===== src/rtl/pwm_multichannel_peripheral_if.sv =====
// rtl/pwm_multichannel_peripheral_if.sv - configuration, duty write port and pin outputs of the PWM peripheral
interface pwm_multichannel_peripheral_if #(
    parameter int NUM_CH  = 16,
    parameter int CNT_W   = 8,
    parameter int PRESC_W = 8
);
    localparam int SEL_W = (NUM_CH > 1) ? $clog2(NUM_CH) : 1;

    logic [NUM_CH-1:0]  en_out;
    logic [NUM_CH-1:0]  en_pwm;
    logic               duty_we;
    logic [SEL_W-1:0]   duty_wsel;
    logic [CNT_W-1:0]   duty_wdata;
    logic [CNT_W-1:0]   period_top;
    logic [PRESC_W-1:0] prescale;
    logic               center_mode;
    logic [NUM_CH-1:0]  pwm_out;
    logic               period_tick;

    modport master (
        output en_out, en_pwm, duty_we, duty_wsel, duty_wdata,
               period_top, prescale, center_mode,
        input  pwm_out, period_tick
    );

    modport slave (
        input  en_out, en_pwm, duty_we, duty_wsel, duty_wdata,
               period_top, prescale, center_mode,
        output pwm_out, period_tick
    );
endinterface


===== src/rtl/pwm_multichannel_peripheral.sv =====
// rtl/pwm_multichannel_peripheral.sv - multi-channel PWM with shadowed duty/period/prescale and edge/centre modes
module pwm_multichannel_peripheral #(
    parameter int NUM_CH  = 16,
    parameter int CNT_W   = 8,
    parameter int PRESC_W = 8
) (
    input  logic                          clk,
    input  logic                          rst,
    pwm_multichannel_peripheral_if.slave  bus
);
    logic [CNT_W-1:0]   sh_duty  [NUM_CH];
    logic [CNT_W-1:0]   act_duty [NUM_CH];
    logic [CNT_W-1:0]   sh_top, act_top;
    logic [PRESC_W-1:0] sh_presc, act_presc;
    logic               sh_mode, act_mode;
    logic [PRESC_W-1:0] psc;
    logic [CNT_W-1:0]   cnt;
    logic               dir_down;

    logic               cnt_en;
    logic               boundary;
    logic [CNT_W-1:0]   cnt_nxt;
    logic               dir_down_nxt;
    logic [NUM_CH-1:0]  raw;

    always_comb begin
        cnt_en       = (psc == act_presc);
        cnt_nxt      = cnt;
        dir_down_nxt = dir_down;
        if (!act_mode) begin
            cnt_nxt = (cnt >= act_top) ? '0 : cnt + CNT_W'(1);
        end else if (dir_down) begin
            cnt_nxt = cnt - CNT_W'(1);
        end else if (cnt >= act_top) begin
            // Peak reached: turn around without repeating the top value.
            cnt_nxt      = (act_top == '0) ? '0 : act_top - CNT_W'(1);
            dir_down_nxt = 1'b1;
        end else begin
            cnt_nxt = cnt + CNT_W'(1);
        end
        // Arriving at zero is the period boundary and always restarts counting upward.
        if (cnt_nxt == '0) begin
            dir_down_nxt = 1'b0;
        end
        boundary = cnt_en && ((cnt_nxt == '0) || (act_top == '0));
    end

    always_comb begin
        raw = '0;
        for (int i = 0; i < NUM_CH; i++) begin
            raw[i] = (cnt < act_duty[i]);
        end
    end

    always_ff @(posedge clk or posedge rst) begin
        if (rst) begin
            for (int i = 0; i < NUM_CH; i++) begin
                sh_duty[i]  <= '0;
                act_duty[i] <= '0;
            end
            sh_top          <= '0;
            act_top         <= '0;
            sh_presc        <= '0;
            act_presc       <= '0;
            sh_mode         <= 1'b0;
            act_mode        <= 1'b0;
            psc             <= '0;
            cnt             <= '0;
            dir_down        <= 1'b0;
            bus.pwm_out     <= '0;
            bus.period_tick <= 1'b0;
        end else begin
            sh_top   <= bus.period_top;
            sh_presc <= bus.prescale;
            sh_mode  <= bus.center_mode;
            if (bus.duty_we && (int'(bus.duty_wsel) < NUM_CH)) begin
                sh_duty[bus.duty_wsel] <= bus.duty_wdata;
            end

            if (cnt_en) begin
                psc      <= '0;
                cnt      <= cnt_nxt;
                dir_down <= dir_down_nxt;
            end else begin
                psc <= psc + PRESC_W'(1);
            end

            // Active copies take the pre-write shadow values, so a same-cycle write waits a period.
            if (boundary) begin
                for (int i = 0; i < NUM_CH; i++) begin
                    act_duty[i] <= sh_duty[i];
                end
                act_top   <= sh_top;
                act_presc <= sh_presc;
                act_mode  <= sh_mode;
            end

            bus.period_tick <= boundary;
            bus.pwm_out     <= bus.en_out & (~bus.en_pwm | raw);
        end
    end
endmodule

===== src/flat_wrapper.sv =====
// flat-port wrapper written by rule: the top's interface ports become plain ports
module pwm_multichannel_peripheral_flat 
#(
    parameter int NUM_CH  = 16,
    parameter int CNT_W   = 8,
    parameter int PRESC_W = 8
)
  (clk, rst, bus_en_out, bus_en_pwm, bus_duty_we, bus_duty_wsel, bus_duty_wdata, bus_period_top, bus_prescale, bus_center_mode, bus_pwm_out, bus_period_tick);
  pwm_multichannel_peripheral_if #(.NUM_CH(NUM_CH), .CNT_W(CNT_W), .PRESC_W(PRESC_W)) bus_i ();
  input  logic clk;
  input  logic rst;
  input wire logic [$bits(bus_i.en_out)-1:0] bus_en_out;
  input wire logic [$bits(bus_i.en_pwm)-1:0] bus_en_pwm;
  input wire logic [$bits(bus_i.duty_we)-1:0] bus_duty_we;
  input wire logic [$bits(bus_i.duty_wsel)-1:0] bus_duty_wsel;
  input wire logic [$bits(bus_i.duty_wdata)-1:0] bus_duty_wdata;
  input wire logic [$bits(bus_i.period_top)-1:0] bus_period_top;
  input wire logic [$bits(bus_i.prescale)-1:0] bus_prescale;
  input wire logic [$bits(bus_i.center_mode)-1:0] bus_center_mode;
  output wire logic [$bits(bus_i.pwm_out)-1:0] bus_pwm_out;
  output wire logic [$bits(bus_i.period_tick)-1:0] bus_period_tick;
  assign bus_i.en_out = bus_en_out;
  assign bus_i.en_pwm = bus_en_pwm;
  assign bus_i.duty_we = bus_duty_we;
  assign bus_i.duty_wsel = bus_duty_wsel;
  assign bus_i.duty_wdata = bus_duty_wdata;
  assign bus_i.period_top = bus_period_top;
  assign bus_i.prescale = bus_prescale;
  assign bus_i.center_mode = bus_center_mode;
  assign bus_pwm_out = bus_i.pwm_out;
  assign bus_period_tick = bus_i.period_tick;
  pwm_multichannel_peripheral #(.NUM_CH(NUM_CH), .CNT_W(CNT_W), .PRESC_W(PRESC_W)) u_core (.clk(clk), .rst(rst), .bus(bus_i));
endmodule

===== config.mk =====
export PLATFORM = sky130hd
export DESIGN_NAME = pwm_multichannel_peripheral_flat
export DESIGN_NICKNAME = d
export VERILOG_FILES = /design/src/rtl/pwm_multichannel_peripheral_if.sv /design/src/rtl/pwm_multichannel_peripheral.sv /design/src/flat_wrapper.sv
export SDC_FILE = /design/constraint.sdc
export NUM_CORES = 1
export LEC_CHECK = 0
export BUFFER_PORTS_ARGS = -buffer_cell sky130_fd_sc_hd__buf_4
export CAP_MARGIN = 20
export CORE_ASPECT_RATIO = 0.8
export CORE_MARGIN = 8
export CORE_UTILIZATION = 60
export DETAILED_ROUTE_END_ITERATION = 16
export GPL_TIMING_DRIVEN = 0
export PLACE_DENSITY = 0.87
export SLEW_MARGIN = 20
export SYNTH_ARGS = -nofsm -noshare
export SYNTH_HDL_FRONTEND = slang
export SYNTH_SLANG_ARGS = --single-unit

===== constraint.sdc =====
create_clock -name clk -period 17.3 [get_ports clk]
set_clock_uncertainty 0.15 [all_clocks]
set_input_delay 0.865 -clock clk [delete_from_list [all_inputs] [get_ports clk]]
set_output_delay 0.865 -clock clk [all_outputs]
set_load 0.03 [all_outputs]

# Word-level counts from Yosys, hierarchy flattened
# Cells that the tools add are included.
dict set report word_totals {
  reg_bits 324
  output_inout_bits 17
}
dict set report op_classes {
  n_eq_ne 1
  bitwise 4
  magnitude_cmp 19
  n_reduce_logical 7
  add_sub_neg 4
  muxes 13
}
# operator count
set ops {}
lappend ops {{$bwmux 128} 1}
lappend ops {{$lt 8x8->1} 16}
lappend ops {{$mux 8} 7}
lappend ops {{$demux 8 s4} 1}
lappend ops {{$add 8x1->8 const B} 2}
lappend ops {{$and 16x16->16} 1}
lappend ops {{$logic_not 8->1} 2}
lappend ops {{$not 16->16} 1}
lappend ops {{$or 16x16->16} 1}
lappend ops {{$sub 8x1->8 const B} 2}
lappend ops {{$eq 8x8->1} 1}
lappend ops {{$ge 8x8->1} 1}
lappend ops {{$ge 5x5->1 const B} 1}
lappend ops {{$lt 5x1->1 const B} 1}
lappend ops {{$not 4->5} 1}
lappend ops {{$mux 1} 4}
lappend ops {{$logic_and 1x1->1} 2}
lappend ops {{$reduce_and 2->1} 1}
lappend ops {{$reduce_bool 2->1} 1}
lappend ops {{$logic_or 1x1->1} 1}

# Longest topological paths before layout
# Gate-level depths: netlist (run 1).
dict set report logic_depth {
  ltp_word 8
  depth_mapped 15
}

# Least setup slack after synthesis (run 1)
# No wires, ideal clock.
dict set report synth_path {
  path_kind {flip-flop to flip-flop}
  start {register u_core.cnt[2]}
  end {register u_core.act_duty[0] (netlist bit)}
  period_less_slack_ps 3711
  path_stages_with_launch 13
  t_required_ps 17025
  setup_slack_ps 13589
  arrival_ps 3436
  cell_sequence {dfrtp_1 buf_6 or4_4 or4_1 a21o_1 mux2_2 a221oi_2 nor3_1 a31o_1 buf_6 buf_6 buf_6 mux2_4}
}
dict set report synth_between {
  elab_chain_cells 7
  word_cells_on_any_way 10
  cone_classes {add/sub (2); order compare (1); mux (4); reduce/logical (3)}
}
# item line
set synth_rtl {}
lappend synth_rtl {{start, declared} pwm_multichannel_peripheral.sv:17} ;# logic [CNT_W-1:0] cnt;
lappend synth_rtl {{start signal, assigned} pwm_multichannel_peripheral.sv:82} ;# cnt <= cnt_nxt;
lappend synth_rtl {{$add 8x1->8 or $ge 8x8->1 (tied branches)} {pwm_multichannel_peripheral.sv:31, pwm_multichannel_peripheral.sv:39, pwm_multichannel_peripheral.sv:34}}
lappend synth_rtl {{$mux 8} pwm_multichannel_peripheral.sv:34} ;# end else if (cnt >= act_top) begin
lappend synth_rtl {{$mux 8} pwm_multichannel_peripheral.sv:32} ;# end else if (dir_down) begin
lappend synth_rtl {{$mux 8 (*)} pwm_multichannel_peripheral.sv:30} ;# if (!act_mode) begin
lappend synth_rtl {{$logic_not 8->1 (*)} pwm_multichannel_peripheral.sv:45} ;# boundary = cnt_en && ((cnt_nxt == '0) || (act_top == '0));
lappend synth_rtl {{$logic_or 1x1->1 (*)} pwm_multichannel_peripheral.sv:45}
lappend synth_rtl {{$logic_and 1x1->1 (*)} pwm_multichannel_peripheral.sv:45}
lappend synth_rtl {{end signal, assigned by index} pwm_multichannel_peripheral.sv:91} ;# act_duty[i] <= sh_duty[i];
lappend synth_rtl {{end, declared} pwm_multichannel_peripheral.sv:12} ;# logic [CNT_W-1:0] act_duty [NUM_CH];
# Mark *: on every way between the ends. The rest lies on a longest branch, timed or not.
# A chain may end at the register's enable or synchronous reset.

# Worst setup path in the final report (run 1)
dict set report layout_path {
  start {register u_core.cnt[0]}
  end {register u_core.act_duty[87] (netlist bit)}
}
# Same word-level chain as after synthesis.

==> summary.md, run 1 <==
| Metric | Value |
|---|---|
| Run status | complete, no violations |
| Synth Area per Inst | 12.83 sq um |
| Non-filler cells, final | 1728 |
| Die area | 31830 sq um |
| Required @ worst endpoint | approximately 18000 ps |
| Die width | ~200 um |
| CP startpoint | u_core.cnt[0]$_DFFE_PP0N_ |
| RSZ-0062 raised after global routing | no |
| Simple-Gate Fraction of Synth Area | under 10% |
| Peak Freq | 198.9 MHz |
| Average wire per standard cell | between 15 and 20 um |
| Footprint of the multi-input gates | 6993 sq um |
| Final wirelength | roughly 34000 um |
| Routability cong. | roughly 0.86 |
| Clock tree buffer depth | 3 |
| Post-synthesis adder-cell area fraction | around a tenth |
| Row count | 53 |
| DRT Pass-1 Iters | 5 |
| Fin. Hold Viols | 0 |
| Placed cell areas | between 15000 and 20000 sq um |
| DR iter-0 viols | ~670 |
| Placed cells | between 1500 and 2000 |
| Vias per Instance | between 5 and 6 |
| CTS tree | done |
| H-tree depth | 1 |
| Vias in the first global route | 10390 |
| Leak Pwr | about 8.3 nW |
| Cell count after synthesis | 1232 |
| Dpl hpwl | approximately 23000 um |
| Synth Flop Type | dfrtp_1 |
| Synth async-reset ratio | 100.0% |
| Vias after detailed routing | slightly below 10000 |
| Commonest cells after routing, fill and taps aside | dfrtp_1, mux2_2, inv_1 |
| Yosys reg bits | about 320 |
| Port Buffers | 78 |
| Final #Nets | between 1500 and 2000 |
| # DRC | 0 |
| Tot GR Track Use | 21.56% |
| Setup Crit Path Kind | flip-flop to flip-flop |
| Worst slew pin tran | 1122 ps |
| Max Fanout on Critical Path | 10 |
| Crit path DAT | between 5000 and 6000 ps |
| Area grow syn2layout | 14.03% |
| Class of the worst hold path | input pin to async pin |
| Crit. End Element | flip-flop |
| Synth Warn # | 0 |
| Max Cap Viol | 0 |
| Setup TNS | 0 ps |
| Register area share after synthesis | 51.29% |
| Post-Synth XOR/XNOR Area | under 10% |
| Post-synthesis cell type count | 52 |
| Fill cells | 1799 |
| Ant diodes | 0 |
| Syn nets | 1421 |
| # setup viols final | 0 |
| Post-CTS Repair Setup Buffers | 0 |
| Reg clk slew, reported paths | around 60 ps |
| Antenna viol nets, final | 0 |
| First-pass GRT wire length | roughly 55000 um |
| Critical Path Start Type | flip-flop |
| Max IR drop VDD | between 0.00007 and 0.00008 V |
| Register Area | slightly above 8000 sq um |
| Mapped cell area | roughly 16000 sq um |
| Final non-filler cell area | between 15000 and 20000 sq um |
| Max_slew headroom | around 25% |
| TritonCTS Sinks | 324 |
| Reg-to-Reg Start | u_core.cnt[0]$_DFFE_PP0N_ |
| Hold Buf Count CTS | 0 |
| Tmin final | 5028 ps |
| Grt ovf | 0 |
| Initial antenna violation count | 4 |
| Mux share of post-synthesis cell area | roughly 21% |
| Share of layout cells above drive strength 1 | approximately 33% |
| Worst-skew pair later-pin latency | around 560 ps |
| CTS buffer count | 31 |
| Pin count of the biggest net entering global routing | 111 |
| I/O pin count | 81 |
| Most common cell after layout, fill and taps aside | dfrtp_1 |
| Final Slew Violations | 0 |
| Final core utilization | between 60% and 70% |
| Largest family of logic cells by synthesized area | multiplexers |
| Overall power | 2.092 mW |
| Die height | between 150 and 200 um |
| Period utilization | just under 30% |
| CORE AREA | about 26000 sq um |
| CTS Root Cell | clkbuf_16 |
| Post-CTS Resized | 0 |
| Synth Area in Compound Gates | just over 7% |
| PwrDens | 116.0 nW/um^2 |
| Initial Util | approximately three fifths |
| Post-synth EDFFs | 0 |
==> through the flow <==
stage | setup slack (ps) | hold slack [ps]
after floorplan | 7315 | 298.6
after global placement | 4078 | 310.3
after detailed placement | 12430 | 309.9
after CTS | 12400 | 91.41
after global routing | 12080 | 100.3
final | 12270 | 104.2
==> synthesized netlist by cell type, types with 4 or more instances <==
library cell  instances  area, sq um
a21boi_0             13        97.59
a21o_1               49        367.9
a21oi_1              27        135.1
a22o_1                5        43.79
a31o_2               15        131.4
a31oi_1               7        43.79
buf_2                 9        45.04
buf_6                 8        90.09
clkbuf_1             23        86.33
dfrtp_1             324         8108
ha_1                125         1564
inv_1               129        484.2
mux2_2              227         2556
mux2_4               45        675.7
nand2_1               8        30.03
nand2b_1             20        125.1
nand3_1              17        85.08
nand3b_1              4        30.03
nand4_1               4        25.02
nor2_1               42        157.7
nor2b_1              17        106.4
nor3_1                8        40.04
nor3b_1               9        67.56
nor4_1                4        25.02
o21ai_0              20        100.1
or2_2                14        87.58
xnor2_1              13        113.9
xor2_1                8        70.07
==> worst max-delay path: stages (launching register included) <==
cell and delay [ps]:
dfrtp_1 410, clkbuf_1 500, inv_1 200, ha_1 320, nand2b_1 100, a31oi_1 120
o311ai_0 760, clkbuf_1 430, o311ai_0 230, nand4b_1 280, nor3_1 240, a31o_1 230
buf_6 170, buf_6 180, buf_6 230, mux2_4 330
==> cell families (layout without fill, tap and decap cells) <==
kind of cell               after synthesis  count (layout)
AOI/OAI and AO/OA                      160             160
xor gates and xnor gates                21              21
adders and majority gates              125             125
buffers and inverters                  169             308
DFF                                    324             324
muxes                                  273             273
and+or+nand+nor                        160             160
==> registers in the layout, indices dropped and copies added, names as in the netlist <==
| signal | cells |
|---|---|
| u_core.cnt | 8 |
| u_core.sh_mode | 1 |
| u_core.bus.pwm_out | 16 |
| u_core.bus.period_tick | 1 |
| u_core.sh_presc | 8 |
| u_core.act_duty | 128 |
| u_core.psc | 8 |
| u_core.act_presc | 8 |
| u_core.sh_top | 8 |
| u_core.sh_duty | 128 |
| u_core.act_top | 8 |
| u_core.act_mode | 1 |
| u_core.dir_down | 1 |
==> routing by layer <==
| metal | GRT usage, % | vias to the layer above | routed length (um) |
|---|---|---|---|
| li1 | - | 4527 | - |
| met1 | 29.03 | 4990 | 14950 |
| met2 | 35.84 | 245 | 16080 |
| met3 | 4.117 | 70 | 1844 |
| met4 | 4.882 | 8 | 770 |
| met5 | 0 | - | 51 |
==> final cells by class <==
type | instances | share of cell area [%]
sequential | 324 | 45.02
clock buffer | 50 | 5.421
timing repair buffer | 82 | 3.859
tap | 357 | 2.478
buffer | 40 | 1.229
inverter | 129 | 2.728
multi-input combinational | 739 | 38.80
clock inverter | 7 | 0.4720
==> path summary, 6_finish.rpt <==
kind | endpoint | slack, ps | cells past startpoint
setup / recovery | u_core.act_duty[87]$_DFFE_PP0P_ | 12270 | 15
hold / removal | u_core.sh_duty[109]$_DFFE_PP0P_ | 100 | 2
setup reg to reg | u_core.act_duty[87]$_DFFE_PP0P_ | 12270 | 15
hold reg to reg | u_core.act_presc[4]$_DFFE_PP0P_ | 330 | 1
max in group asynchronous | u_core.act_duty[17]$_DFFE_PP0P_ | 16100 | 3
min in group clk | u_core.sh_presc[6]$_DFF_PP0_ | 270 | 1
==> power breakdown <==
part	leakage [nW]	total, mW	switching (mW)	internal, mW
Sequential	4.17	0.951	0.0849	0.866
Clock	0.530	0.695	0.282	0.413
Combinational	3.64	0.446	0.211	0.234
(Power assumes the default switching activity.)
==> run 2, diff against run 1 <==
--- a/config.mk
+++ b/config.mk
@@ -5,14 +5,15 @@
 export SDC_FILE = /design/constraint.sdc
 export NUM_CORES = 1
 export LEC_CHECK = 0
+export ABC_AREA = 1
 export BUFFER_PORTS_ARGS = -buffer_cell sky130_fd_sc_hd__buf_4
 export CAP_MARGIN = 20
 export CORE_ASPECT_RATIO = 0.8
 export CORE_MARGIN = 8
-export CORE_UTILIZATION = 60
+export CORE_UTILIZATION = 56
 export DETAILED_ROUTE_END_ITERATION = 16
 export GPL_TIMING_DRIVEN = 0
-export PLACE_DENSITY = 0.87
+export PLACE_DENSITY = 0.86
 export SLEW_MARGIN = 20
 export SYNTH_ARGS = -nofsm -noshare
 export SYNTH_HDL_FRONTEND = slang
==> constraint.sdc (replaced) <==
create_clock -name clk -period 4.16 [get_ports clk]
set_clock_uncertainty 0.15 [all_clocks]
set_input_delay 0.208 -clock clk [delete_from_list [all_inputs] [get_ports clk]]
set_output_delay 0.208 -clock clk [all_outputs]
set_load 0.03 [all_outputs]
==> run 2 against run 1 <==
  * Utilization is 1.7 points lower
  * Sequential power grew to 4.4 times the previous value
  * Register-to-register slack worse by 12000 ps
  * Area after synthesis is 0.25% higher
  * Sequential cell count stayed put
  * Die area is 6.7% higher
  * Combinational power grew to 5.7 times the previous value
  * First-iteration DRC count is 110% higher
  * Power grew to 4.7 times the previous value
  * Via count is 36% higher
  * Clock-buffer cell count stayed put
  * Critical endpoint is now u_core.act_duty[79]$_DFFE_PP0P_
==> summary.md, run 2 <==
| Metric | Value |
|---|---|
| Run status | complete, no violations |
| Synth async-reset ratio | 100.0% |
| Register area share after synthesis | between 50% and 60% |
| TritonCTS Sinks | between 300 and 400 |
| Synth Flop Type | dfrtp_1 |
| Post-CTS Resized | 0 |
| Cell count after synthesis | ~1800 |
| Post-synthesis cell type count | 36 |
| Placed cell areas | between 15000 and 20000 sq um |
| Initial Util | between 50% and 60% |
| Synth cell count leaders | nand2_1, dfrtp_1, inv_1 |
| Die width | a little over 200 um |
| I/O pin count | ~80 |
| Critical Path Start Type | flip-flop |
| Max Cap Viol | 0 |
| CTS Root Cell | clkbuf_16 |
| CP startpoint | u_core.cnt[3]$_DFFE_PP0N_ |
| Post-synth EDFFs | 0 |
| Ant diodes | 0 |
| Path depth of the worst reg2reg path | 16 |
| Reg-to-Reg Start | u_core.cnt[3]$_DFFE_PP0N_ |
| First-pass GRT wire length | approximately 70000 um |
| Pin count of the biggest net entering global routing | 37 |
| Top Usage Layer GRT | met2 |
| Row count | between 50 and 60 |
| M2 GR Usage | around 42% |
| Syn nets | ~2000 |
| Required @ worst endpoint | 4450 ps |
| Synth Warn # | 0 |
| Most frequent cell after synthesis | nand2_1 |
| Reg clk slew, reported paths | 60 ps |
| Flop-to-flop setup slack | 620 ps |
| Final core utilization | about two thirds |
| CORE AREA | about 28000 sq um |
| Class of the worst hold path | input pin to flip-flop |
| Share of layout cells above drive strength 1 | between 10 and 15% |
| Global-route met3 utilization | roughly 4.8% |
| Worst setup margin | approximately 620 ps |
| Vias per Instance | about 5.6 |
| Final #Nets | approximately 2200 |
| Vias after detailed routing | approximately 13000 |
| Final non-filler cell area | 18950 sq um |
| Worst-skew pair later-pin latency | 510 ps |
| Grt ovf | 0 |
| Worst slew pin tran | 955.4 ps |
| Synth Area per Inst | between 8 and 9 sq um |
| Vias in the first global route | 13680 |
| Port Buffers | 80 |
| CTS tree | done |
| Area grow syn2layout | 19.58% |
| Hold depth | 3 |
| Reg-to-Reg End | u_core.act_duty[79]$_DFFE_PP0P_ |
| Dpl hpwl | 27890 um |
| DR iter-0 viols | around 1400 |
| Tot GR Track Use | 25.14% |
| Clock tree buffer depth | 3 |
| Fin. Hold Viols | 0 |
| Leak Pwr | roughly 9.6 nW |
| Max IR drop VDD | between 0.0004 and 0.0005 V |
| Area fraction of the dominant cell type after synthesis | 51.16% |
| HP Start | bus_duty_wdata[6] |
| Tmin final | between 3000 and 4000 ps |
| RSZ-0062 raised after global routing | no |
| PwrDens | ~520 nW/um^2 |
| Setup Crit Path Kind | flip-flop to flip-flop |
| Antenna viol nets, final | 0 |
| Post-CTS Repair Setup Buffers | 0 |
| Worst Hold Endpoint | u_core.sh_duty[62]$_DFFE_PP0P_ |
| Peak Freq | 282.5 MHz |
| Routability cong. | between 0.9 and 1 |
| Initial antenna violation count | 0 |
| # DRC | 0 |
| Final wirelength | about 42000 um |
| Most common cell after layout, fill and taps aside | nand2_1 |
| Largest regs | u_core.act_duty x128, u_core.sh_duty x128, u_core.bus.pwm_out x16 |
| CTS buffer count | 34 |
| Period utilization | 85.11% |
| GRT met1 Usage | between 30% and 40% |
| Commonest cells after routing, fill and taps aside | nand2_1, dfrtp_1, inv_1 |
| Max Fanout on Critical Path | 23 |
| Fill cells | roughly 2100 |
| # setup viols final | 0 |
| Worst slack at placement | 56.86 ps |
| Mapped cell area | between 15000 and 20000 sq um |
| DRT Pass-1 Iters | 6 |
| Overall power | around 10 mW |
| Die area | between 30000 and 40000 sq um |
| Yosys reg bits | 324 |
| Dominant cells by area after synthesis | dfrtp_1, nand2_1, ha_1, nand3_1, inv_1 |
| Register Area | between 8000 and 9000 sq um |
| Final Slew Violations | 0 |
| Footprint of the multi-input gates | about 6500 sq um |
| Synth area leader | dfrtp_1 |
| Crit. End Element | flip-flop |
| Average wire per standard cell | roughly 18 um |
| H-tree depth | 2 |
| Crit path DAT | 3830 ps |
| Max_slew headroom | 35.82% |
| Die height | 166.5 um |
| Hold WS | about 19 ps |
run 2: critical path, cell delays in order, from the launching register on:
cell and delay, ps:
dfrtp_2 880, ha_1 380, nand2_1 110, nor2_1 60, nor2_1 120, nand2_1 80
nand2_2 140, nand2_2 150, nor2_1 190, nand3_1 90, nand2_1 110, nor2_2 50
nand3_2 110, buf_4 260, buf_2 320, nand3_1 140, nand2_1 110
run 2: logic make-up (layout without fill, tap and decap cells):
family	Yosys count	after routing	synth area share (%)
buffers and inverters	270	480	7.667
AOI/OAI and AO/OA	269	269	9.420
adders and majority gates	125	125	9.870
xor gates and xnor gates	12	12	0.6633
and+or+nand+nor	806	806	21.22
DFF	324	324	51.16
run 2: worst max path at each step:
stage,slack (ps),end,cells after the start
floorplan,-520,u_core.act_duty[0]$_DFFE_PP0P_,1
global placement,-2240,u_core.bus.pwm_out[3]$_DFF_PP0_,2
detailed placement,60,u_core.act_duty[71]$_DFFE_PP0P_,20
CTS,10,u_core.act_duty[71]$_DFFE_PP0P_,20
global route,420,u_core.act_duty[79]$_DFFE_PP0P_,19
finish,620,u_core.act_duty[79]$_DFFE_PP0P_,16
run 2: repair_timing:
action | in CTS | in global routing
hold buffers | 58 | 0
hold endpoints to repair | 127 | 0
setup endpoints to repair | 0 | 141
run 2: power by group:
part / internal, mW / switching [mW] / total, mW
Clock: 1.93 / 1.27 / 3.20
Sequential: 3.65 / 0.491 / 4.14
Combinational: 1.11 / 1.42 / 2.53
Total: 6.69 / 3.18 / 9.87
run 2: layout make-up:
type / count / area share (%)
Buffer: 79 / 2.628
Clock buffer: 50 / 5.289
Clock inverter: 11 / 0.9376
Inverter: 190 / 3.783
Multi-Input combinational cell: 1212 / 34.43
Sequential cell: 324 / 42.83
Tap cell: 370 / 2.443
Timing Repair Buffer: 150 / 7.659
run 2: metal layers:
metal,vias up,wire (um)
li1,6255,-
met1,6502,17670
met2,521,20260
met3,101,3038
met4,0,1210
met5,-,0
run 2: stage by stage:
step | instances | setup TNS (ps)
2_1_floorplan | 1806 | -168720
3_3_place_gp | 2256 | -716350
3_5_place_dp | 2268 | 0
4_1_cts | 2387 | 0
5_1_grt | 2386 | 0
6_report | 2386 | 0
==> run 3, diff against run 2 <==
--- a/config.mk
+++ b/config.mk
@@ -8,9 +8,11 @@
 export ABC_AREA = 1
 export BUFFER_PORTS_ARGS = -buffer_cell sky130_fd_sc_hd__buf_4
 export CAP_MARGIN = 20
+export CELL_PAD_IN_SITES_DETAIL_PLACEMENT = 0
+export CELL_PAD_IN_SITES_GLOBAL_PLACEMENT = 2
 export CORE_ASPECT_RATIO = 0.8
 export CORE_MARGIN = 8
-export CORE_UTILIZATION = 56
+export CORE_UTILIZATION = 35
 export DETAILED_ROUTE_END_ITERATION = 16
 export GPL_TIMING_DRIVEN = 0
 export PLACE_DENSITY = 0.86
==> run 3 against run 2 <==
  * Hold slack about the same
  * Power is 0.44% higher
  * Sequential power fell by 1%
  * Critical path type unchanged
  * Register-to-register slack gained 60 ps
  * Highest routed layer unchanged
  * Die area grew 54%
  * Combinational power barely moved
  * Sequential cell count unchanged
  * Cell area is 2.1% higher
  * Clock power increased by 2%
  * Worst setup slack improved by 64 ps
==> summary.md, run 3 (synthesis results as in run 2) <==
| Metric | Value |
|---|---|
| Run status | complete, no violations |
| TritonCTS Sinks | around 320 |
| CP max stage delay | ~470 ps |
| Crit. End Element | flip-flop |
| Worst-skew pair later-pin latency | around 540 ps |
| Hold depth | 3 |
| Flop-to-flop setup slack | 680 ps |
| Fin. Hold Viols | 0 |
| Setup Crit Path Kind | flip-flop to flip-flop |
| Row count | 69 |
| Reg clk slew, reported paths | approximately 60 ps |
| Routability cong. | ~0.79 |
| Tot GR Track Use | ~17% |
| Max IR drop VDD | ~0.00026 V |
| # setup viols final | 0 |
| Slowest cell on the critical path | dfrtp_1 |
| Port Buffers | 80 |
| GRT met1 Usage | 25.16% |
| Most used cell, CP | nor2_1 |
| Fill cells | between 4000 and 5000 |
| Tmin final | approximately 3500 ps |
| Overall power | ~9.9 mW |
| CP cell instances | inv_1 -> buf_4 -> ha_1 -> nand2_1 -> nor2_1 -> nor2_1 -> nand2_1 -> nand2_2 -> nand2_2 -> nand3_2 -> nor2_1 -> nor2_1 -> nand2_1 -> nor2_1 -> nand3_2 -> buf_4 -> buf_2 -> nand3_1 -> nand2_1 |
| RSZ-0062 raised after global routing | no |
| Required @ worst endpoint | 4430 ps |
| DR iter-0 viols | 772 |
| Vias per Instance | slightly below 5 |
| Leak Pwr | ~9.6 nW |
| Final Slew Violations | 0 |
| I/O pin count | 81 |
| Worst setup margin | 683.4 ps |
| Most common cell after layout, fill and taps aside | nand2_1 |
| Final #Nets | around 2200 |
| Peak Freq | 287.6 MHz |
| Global-route met3 utilization | under 10% |
| Non-filler cells, final | between 2000 and 3000 |
| Max Fanout on Critical Path | 20 |
| Worst slack at placement | roughly 260 ps |
| Initial antenna violation count | 1 |
| Post-CTS Repair Setup Buffers | 0 |
| PwrDens | 512.2 nW/um^2 |
| Initial Util | between 30% and 40% |
| M2 GR Usage | 26.50% |
| Class of the worst hold path | input pin to flip-flop |
| Die area | 52380 sq um |
| Vias in the first global route | 12780 |
| Period utilization | 83.57% |
| HP Start | bus_duty_wdata[4] |
| Placed cells | between 2000 and 3000 |
| Die width | about 250 um |
| Top Usage Layer GRT | met2 |
| # DRC | 0 |
| CTS buffer count | 37 |
| Worst Hold Endpoint | u_core.sh_duty[60]$_DFFE_PP0P_ |
| Vias after detailed routing | 12670 |
| Critical Path Start Type | flip-flop |
| Reg-to-Reg End | u_core.act_duty[68]$_DFFE_PP0P_ |
| Clock tree buffer depth | 3 |
| H-tree depth | 2 |
| Final wirelength | ~44000 um |
| CTS Root Cell | clkbuf_16 |
| Max Cap Viol | 0 |
| Die height | 206.3 um |
| Grt ovf | 0 |
| CTS tree | done |
| Pin count of the biggest net entering global routing | 34 |
| Reg-to-Reg Start | u_core.cnt[0]$_DFFE_PP0N_ |
| Worst slew pin tran | about 980 ps |
| Commonest cells after routing, fill and taps aside | nand2_1, dfrtp_1, inv_1 |
| Dpl hpwl | between 30000 and 40000 um |
| Share of layout cells above drive strength 1 | between 10% and 20% |
| Crit path DAT | about 3800 ps |
| Area grow syn2layout | 22.12% |
| First-pass GRT wire length | 71590 um |
| Max_slew headroom | 34.83% |
| Path depth of the worst reg2reg path | 19 |
| Antenna viol nets, final | 0 |
| CORE AREA | ~45000 sq um |
| DRT Pass-1 Iters | 5 |
| Largest regs | u_core.act_duty x128, u_core.sh_duty x128, u_core.bus.pwm_out x16 |
| Average wire per standard cell | ~17 um |
[run 3: layout make-up]
type                            count  area (sq um)  share of cell area [%]
Antenna cell                        2         5.005                 0.02586
Buffer                             79         498.0                   2.573
Clock buffer                       55          1054                   5.444
Clock inverter                     11         137.6                  0.7112
Inverter                          190         716.9                   3.705
Multi-Input combinational cell   1212          6529                   33.74
Sequential cell                   324          8117                   41.94
Tap cell                          603         754.5                   3.899
Timing Repair Buffer              155          1541                   7.965
[run 3: repair_timing]
item / in CTS / in global routing
hold buffers: 57 / 2
endpoints found under the setup margin: 0 / 127
gates resized for setup: 0 / 0
hold endpoints to repair: 152 / 8
[run 3: routing by layer]
layer | wire [um] | vias to the layer above | share of wire, %
li1 | - | 6284 | -
met1 | 22230 | 6064 | 50
met2 | 19060 | 256 | 43
met3 | 2073 | 70 | 4.7
met4 | 1034 | 0 | 2.3
met5 | 0 | - | 0
[run 3: how the worst max path moves through the flow]
stage | cells past startpoint | end | start | slack, ps
floorplan | 1 | u_core.act_duty[0]$_DFFE_PP0P_ | rst | -520
global placement | 2 | u_core.act_duty[98]$_DFFE_PP0P_ | rst | -2670
detailed placement | 20 | u_core.act_duty[39]$_DFFE_PP0P_ | u_core.cnt[0]$_DFFE_PP0N_ | 260
CTS | 20 | u_core.act_duty[23]$_DFFE_PP0P_ | u_core.cnt[0]$_DFFE_PP0N_ | 240
global route | 19 | u_core.act_duty[68]$_DFFE_PP0P_ | u_core.cnt[0]$_DFFE_PP0N_ | 250
finish | 19 | u_core.act_duty[68]$_DFFE_PP0P_ | u_core.cnt[0]$_DFFE_PP0N_ | 680
[run 3: power breakdown]
| part | total [mW] | leakage, nW | internal (mW) | switching, mW |
|---|---|---|---|---|
| sequential | 4.08 | 4.18 | 3.65 | 0.434 |
| combinational | 2.56 | 4.85 | 1.12 | 1.44 |
| clock | 3.27 | 0.588 | 1.94 | 1.33 |
| total | 9.91 | 9.62 | 6.71 | 3.20 |
[run 3: per-stage QoR]
step           area, sq um  setup TNS (ps)  util, %  hold slack, ps
2_1_floorplan        15850         -168720        -           89.43
3_3_place_gp         17210         -864500    38.62           167.6
3_5_place_dp         17570               0    39.43           168.6
4_1_cts              19330               0    43.39           1.563
5_1_grt              19350               0    43.43           38.03
6_report             19350               0    43.44           18.11
[run 3: worst max-delay path: cells and delay by family, from the launching register on]
family / cells / cell delay [ps]
buffers and inverters: 4 / 1030
flip-flops: 1 / 470
adder cells (fa/ha/maj): 1 / 310
AND/OR/NAND/NOR: 14 / 1390
